[src/rtl/vga_timing_gen_pkg.sv]
// Shared raster timing constants, bus payload types and decode helper for the VGA pipeline.
// VGA_control and the later colour stages import the same definitions.
package vga_timing_gen_pkg;

  localparam int unsigned CNT_W = 10;
  localparam int unsigned SUM_W = CNT_W + 1;

  // 640x480@60 Hz from a 100 MHz system clock
  localparam int unsigned DEF_CLK_DIV = 4;
  localparam int unsigned DEF_H_VIS   = 640;
  localparam int unsigned DEF_H_FP    = 16;
  localparam int unsigned DEF_H_SYNC  = 96;
  localparam int unsigned DEF_H_BP    = 48;
  localparam int unsigned DEF_V_VIS   = 480;
  localparam int unsigned DEF_V_FP    = 10;
  localparam int unsigned DEF_V_SYNC  = 2;
  localparam int unsigned DEF_V_BP    = 33;
  localparam logic        DEF_SYNC_POL = 1'b0;

  typedef struct packed {
    logic [CNT_W-1:0] x;
    logic [CNT_W-1:0] y;
  } raster_pos_t;

  typedef struct packed {
    logic active;
    logic hs;
    logic vs;
    logic line_start;
    logic frame_start;
  } raster_flags_t;

  // Half-open window test lo <= v < hi on zero-extended counter values
  function automatic logic in_window(input logic [SUM_W-1:0] v,
                                     input logic [SUM_W-1:0] lo,
                                     input logic [SUM_W-1:0] hi);
    return (v >= lo) && (v < hi);
  endfunction

endpackage

[src/rtl/vga_timing_gen_pix_tick.sv]
// Pixel-rate tick generator: one registered pix_en pulse every CLK_DIV system clocks.
module pix_tick_gen #(
  parameter int unsigned CLK_DIV = 4
) (
  input  logic clk,
  input  logic rst,
  output logic pix_en
);

  localparam int unsigned DIV_W = (CLK_DIV > 1) ? $clog2(CLK_DIV) : 1;
  localparam logic [DIV_W-1:0] DIV_LAST = DIV_W'(CLK_DIV - 1);

  logic [DIV_W-1:0] div;

  // pix_en lands one cycle after the divider reaches its last count
  always_ff @(posedge clk) begin
    if (rst) begin
      div    <= '0;
      pix_en <= 1'b0;
    end else begin
      pix_en <= (div == DIV_LAST);
      div    <= (div == DIV_LAST) ? '0 : div + DIV_W'(1);
    end
  end

endmodule

[src/rtl/vga_timing_gen.sv]
// Raster timing generator: pixel tick, H/V counters and registered sync/active/start decode.
// Every output is registered from the next-state counters so x, y and the decodes move together.
module vga_timing_gen
  import vga_timing_gen_pkg::*;
#(
  parameter int unsigned CLK_DIV  = DEF_CLK_DIV,
  parameter int unsigned H_VIS    = DEF_H_VIS,
  parameter int unsigned H_FP     = DEF_H_FP,
  parameter int unsigned H_SYNC   = DEF_H_SYNC,
  parameter int unsigned H_BP     = DEF_H_BP,
  parameter int unsigned V_VIS    = DEF_V_VIS,
  parameter int unsigned V_FP     = DEF_V_FP,
  parameter int unsigned V_SYNC   = DEF_V_SYNC,
  parameter int unsigned V_BP     = DEF_V_BP,
  parameter logic        SYNC_POL = DEF_SYNC_POL
) (
  input  logic             clk,
  input  logic             rst,
  output logic             pix_en,
  output logic [CNT_W-1:0] x,
  output logic [CNT_W-1:0] y,
  output logic             active,
  output logic             hs,
  output logic             vs,
  output logic             line_start,
  output logic             frame_start
);

  localparam int unsigned H_TOTAL = H_VIS + H_FP + H_SYNC + H_BP;
  localparam int unsigned V_TOTAL = V_VIS + V_FP + V_SYNC + V_BP;

  localparam logic [CNT_W-1:0] H_LAST  = CNT_W'(H_TOTAL - 1);
  localparam logic [CNT_W-1:0] V_LAST  = CNT_W'(V_TOTAL - 1);
  localparam logic [SUM_W-1:0] H_VIS_L = SUM_W'(H_VIS);
  localparam logic [SUM_W-1:0] V_VIS_L = SUM_W'(V_VIS);
  localparam logic [SUM_W-1:0] HS_BEG  = SUM_W'(H_VIS + H_FP);
  localparam logic [SUM_W-1:0] HS_END  = SUM_W'(H_VIS + H_FP + H_SYNC);
  localparam logic [SUM_W-1:0] VS_BEG  = SUM_W'(V_VIS + V_FP);
  localparam logic [SUM_W-1:0] VS_END  = SUM_W'(V_VIS + V_FP + V_SYNC);

  localparam raster_flags_t RST_FLAGS = '{
    active:      1'b0,
    hs:          ~SYNC_POL,
    vs:          ~SYNC_POL,
    line_start:  1'b0,
    frame_start: 1'b0
  };

  raster_pos_t      pos_q;
  raster_pos_t      pos_d;
  raster_flags_t    flags_q;
  raster_flags_t    flags_d;
  logic             wrap_line;
  logic             wrap_frame;
  logic [SUM_W-1:0] x_ext;
  logic [SUM_W-1:0] y_ext;

  pix_tick_gen #(
    .CLK_DIV (CLK_DIV)
  ) u_pix_tick (
    .clk    (clk),
    .rst    (rst),
    .pix_en (pix_en)
  );

  // Raster advance; >= keeps the counters bounded even from an unexpected value
  always_comb begin
    pos_d      = pos_q;
    wrap_line  = 1'b0;
    wrap_frame = 1'b0;
    if (pix_en) begin
      if (pos_q.x >= H_LAST) begin
        pos_d.x   = '0;
        wrap_line = 1'b1;
        if (pos_q.y >= V_LAST) begin
          pos_d.y    = '0;
          wrap_frame = 1'b1;
        end else begin
          pos_d.y = pos_q.y + CNT_W'(1);
        end
      end else begin
        pos_d.x = pos_q.x + CNT_W'(1);
      end
    end
  end

  // Decode from the next-state position so the registered flags align with x/y
  always_comb begin
    flags_d             = '0;
    x_ext               = {1'b0, pos_d.x};
    y_ext               = {1'b0, pos_d.y};
    flags_d.active      = (x_ext < H_VIS_L) && (y_ext < V_VIS_L);
    flags_d.hs          = in_window(x_ext, HS_BEG, HS_END) ? SYNC_POL : ~SYNC_POL;
    flags_d.vs          = in_window(y_ext, VS_BEG, VS_END) ? SYNC_POL : ~SYNC_POL;
    flags_d.line_start  = wrap_line;
    flags_d.frame_start = wrap_frame;
  end

  always_ff @(posedge clk) begin
    if (rst) begin
      pos_q   <= '0;
      flags_q <= RST_FLAGS;
    end else begin
      pos_q   <= pos_d;
      flags_q <= flags_d;
    end
  end

  assign x           = pos_q.x;
  assign y           = pos_q.y;
  assign active      = flags_q.active;
  assign hs          = flags_q.hs;
  assign vs          = flags_q.vs;
  assign line_start  = flags_q.line_start;
  assign frame_start = flags_q.frame_start;

endmodule

[config.mk]
export PLATFORM = sky130hd
export DESIGN_NAME = vga_timing_gen
export DESIGN_NICKNAME = d
export VERILOG_FILES = /design/src/rtl/vga_timing_gen_pkg.sv /design/src/rtl/vga_timing_gen_pix_tick.sv /design/src/rtl/vga_timing_gen.sv
export SDC_FILE = /design/constraint.sdc
export NUM_CORES = 1
export LEC_CHECK = 0
export ABC_AREA = 1
export CORE_MARGIN = 8
export CORE_UTILIZATION = 35
export DETAILED_ROUTE_END_ITERATION = 8
export SLEW_MARGIN = 20
export SYNTH_ARGS = -nofsm -noshare
export SYNTH_HDL_FRONTEND = slang
export SYNTH_SLANG_ARGS = --single-unit
export TNS_END_PERCENT = 10
[constraint.sdc]
create_clock -name clk -period 2.5 [get_ports clk]
set_clock_uncertainty 0.05 [all_clocks]
set_input_delay 0.75 -clock clk [delete_from_list [all_inputs] [get_ports clk]]
set_output_delay 0.75 -clock clk [all_outputs]
set_load 0.005 [all_outputs]
==> results of run 1 <==
-- kinds of logic (layout without fill, tap and decap cells) --
logic type,count (synthesis),in the layout,share of synthesized area [%]
flops,28,28,39.3
xor+xnor,2,2,1.23
compound gates,11,11,4.83
simple gates,133,133,41.4
fa+ha+maj,4,4,3.51
buf+inv,34,64,9.75
-- routing by layer --
| metal | vias up | routed length [um] | GRT usage [%] |
|---|---|---|---|
| met5 | - | 0 | 0 |
| met4 | 0 | 48 | 4.36 |
| met3 | 4 | 165 | 2.36 |
| met2 | 20 | 1640 | 19.5 |
| met1 | 632 | 1670 | 13.8 |
| li1 | 725 | - | - |
-- layout by cell type, fill, tap and decap left out, types with 2 or more instances in the layout --
cell                              netlist  final
sky130_fd_sc_hd__inv_1                 30     30
sky130_fd_sc_hd__nor3_1                 7      7
sky130_fd_sc_hd__clkbuf_8               0      3
sky130_fd_sc_hd__nor3b_1                2      2
sky130_fd_sc_hd__nor2_1                41     41
sky130_fd_sc_hd__ha_1                   4      4
sky130_fd_sc_hd__nand2_2                3      3
sky130_fd_sc_hd__clkdlybuf4s50_1        0     27
sky130_fd_sc_hd__o21bai_1               3      3
sky130_fd_sc_hd__nand3_2                2      2
sky130_fd_sc_hd__buf_4                  1      2
sky130_fd_sc_hd__nand4_1                3      3
sky130_fd_sc_hd__nand2_1               46     46
sky130_fd_sc_hd__nand3_1               25     25
sky130_fd_sc_hd__xor2_1                 2      2
sky130_fd_sc_hd__dfxtp_1               28     28
sky130_fd_sc_hd__a21oi_1                4      4
-- final timing paths --
check,startpoint,end,cells past startpoint
setup / recovery,u_pix_tick.pix_en,pix_en,1
hold / removal,u_pix_tick.div[0],u_pix_tick.div[0],1
setup reg to reg,x[1],vs,10
hold reg to reg,u_pix_tick.div[0],u_pix_tick.div[0],1
-- cell type report --
type | instances | area [sq um]
clock inverter | 1 | 30.0
timing repair buffer | 29 | 285
fill | 433 | 2150
sequential | 28 | 561
multi-input combinational | 150 | 726
tap | 50 | 62.6
inverter | 31 | 116
clock buffer | 3 | 41.3
-- stage by stage --
step / hold slack [ps] / total power, mW / setup slack (ps) / instances
finish: 383 / 0.840 / 330 / 292
global route: 430 / 0.872 / 269 / 292
CTS: 388 / 0.849 / 316 / 292
detailed placement: 374 / 0.495 / 442 / 288
global placement: 374 / 0.495 / 496 / 288
floorplan: 355 / 0.482 / 910 / 212
-- power by group --
part	internal [mW]	leakage (nW)	switching (mW)	total (mW)
Sequential	0.453	0.227	0.00448	0.457
Clock	0.214	0.0357	0.142	0.356
Combinational	0.0133	0.510	0.0138	0.0271
-- sequential cells by signal, summed over array words and instances, names as in the netlist --
| name | cells |
|---|---|
| vs | 1 |
| x | 10 |
| frame_start | 1 |
| y | 10 |
| u_pix_tick.div | 2 |
| hs | 1 |
| active | 1 |
| u_pix_tick.pix_en | 1 |
| line_start | 1 |
==> flow_results.org, run 1 <==
** Clock tree
- H-tree depth :: 1
- Worst-Skew Late Latency :: 270 ps
- TritonCTS built the clock tree.
- The clock net in this run drives a total of 28 sinks.
- The number of clock buffers added by TritonCTS is 3.
- No sink is reached through more buffers than the 2 on the longest clock path.
- Number of gates given a new drive strength after cts :: 0
- Clock slew at reported path FFs :: 90 ps
- Post-CTS timing repair inserted 0 buffers for setup.
- # hold bufs at CTS :: 0
- Cell at the root of the clock tree :: sky130_fd_sc_hd__clkbuf_8

** Setup path
- Along the worst path, the maximum fanout reaches 9.
- The kind of cell with the highest combined delay along the critical path is buffers and inverters.
- Endpoint arrival time on the critical path :: 1370 ps
- STA classifies the critical path endpoint as an output pin.
- Worst setup slack for register-to-register paths :: 520 ps
- Slowest Stage Delay on Critical Path :: 570 ps
- The critical path is of the register to output pin type.
- Together, buffers and inverters on the worst path number 1.
- Data required time at the worst endpoint :: 1700 ps
- Category of the worst setup path launch point :: register
- Cell with the largest stage delay on the worst path :: sky130_fd_sc_hd__clkdlybuf4s50_1
- Traced cell by cell, the critical path runs through clkdlybuf4s50_1.

** Drt
- Final routed wirelength across all metal layers :: 3.53 mm
- Once detail routing completed, the nets flagged for antenna violations numbered 0.
- In the final routed layout, each cell accounts on average for 12.1 um.
- Using the TritonRoute via totals, the vias-per-cell ratio works out to 4.73.
- The detailed router finished its first iteration with 90 violations.
- Number of DRC violations after detailed routing :: 0
- Summing over every cut layer, the via total after detailed routing is 1381.
- The first detailed-routing pass took 4 iterations.

** Yosys
- By instance count, the leading cell after synthesis is sky130_fd_sc_hd__nand2_1.
- Cells after synthesis :: 212
- The largest total area in the synthesized netlist belongs to sky130_fd_sc_hd__dfxtp_1.
- Average size of a mapped cell :: 6.72 sq um
- Sequential elements use 39.3% of the synthesized area.
- Synthesis inferred 28 register bits.
- Counting flops with an async set or reset pin after synthesis yields a share of 0%.
- In the synthesized netlist, the cells that appear most often are sky130_fd_sc_hd__nand2_1, sky130_fd_sc_hd__nor2_1, sky130_fd_sc_hd__inv_1, sky130_fd_sc_hd__dfxtp_1, sky130_fd_sc_hd__nand3_1.
- The mapped netlist covers 1430 sq um.
- Synth unique cells :: 26
- Total of warnings raised by yosys :: 0
- Portion of synthesized cell area occupied by the leading cell type :: 39.3%
- Sorting the synthesized cells by area gives the leading types as sky130_fd_sc_hd__dfxtp_1, sky130_fd_sc_hd__nand2_1, sky130_fd_sc_hd__nor2_1.
- Primary FF master, synth :: sky130_fd_sc_hd__dfxtp_1
- Number of synthesized flops with an enable pin :: 0
- Synthesis produced a netlist with a net count of 218.

** Finish
- NumNets Final :: 249
- Measured on the finished design, the core utilization comes to 45.9%.
- Area grow syn2layout :: 27.8%
- The post-route netlist has 6.20% of its cells at a drive strength greater than 1.
- The finished cells cover 1820 sq um.
- Ant diodes :: 0

** Global route
- The total overflow left after global routing is 0.
- Wire length of the first global-routing pass :: 5.96 mm
- In the global route stage, overall resource usage came out at 11.5%.
- Number of antenna violations at the first check in global routing :: 0
- The via count of the first global-routing pass is 1310.
- Entering global routing, the biggest net connects 17 pins.

** Pwr
- Static power due to leakage :: 0.772 nW
- Power spread over the standard cell area amounts to 461 nW/um^2.
- Peak VDD IR :: 0.235 mV

** Floorplan
- In this run the horizontal extent of the chip is 79.8 um.
- Measured along the y axis, the die boundary spans 79.8 um.
- Initial core utilization :: 35.9%
- In this run the core area contains 23 standard-cell rows.
- Die footprint :: 6370 sq um
- After floorplanning, the core was sized to cover 3970 sq um.
- 28 I/O pins were placed.

** STA
- Headroom to the max-slew limit came out at 71.4%.
- The clock period could shrink to 2170 ps.
- RSZ-0062 raised after global routing :: no
- Number of hold violations in the final report :: 0
- Max Transition Viols Final :: 0
- Of the available clock period, the critical path in the final layout requires 86.8%.
- Timing would allow up to 461 MHz.
- Setup violations remaining at the end of the flow were counted as 0.
- For the pin with the worst max-slew slack, the measured transition is 426 ps.
- For the final routed database, the setup TNS stands at 0 ps.

** Min path
- The tightest min-delay check is of the register to register type.

** Placement
- The congestion estimate from routability-driven global placement came to 0.807.
- Summed over all nets, the half-perimeter wirelength after detailed placement is 2.76 mm.
- Instance area after placement :: 1750 sq um
- Input and output buffers added on the ports amount to 27.

** Run
- Across the run, the number of max-cap violations was 0.

** Run status
- The flow ran to the end, and the final reports show no timing, DRC or antenna violations.
Power figures use the tool's default switching activity.
==> inputs of run 2 (changes only) <==
--- a/config.mk
+++ b/config.mk
@@ -9,7 +9,7 @@
 export CORE_MARGIN = 8
 export CORE_UTILIZATION = 35
 export DETAILED_ROUTE_END_ITERATION = 8
-export SLEW_MARGIN = 20
+export SLEW_MARGIN = 25
 export SYNTH_ARGS = -nofsm -noshare
 export SYNTH_HDL_FRONTEND = slang
 export SYNTH_SLANG_ARGS = --single-unit
==> results of run 2 <==
Final layout, timing and power as in run 1 (identical DEF).
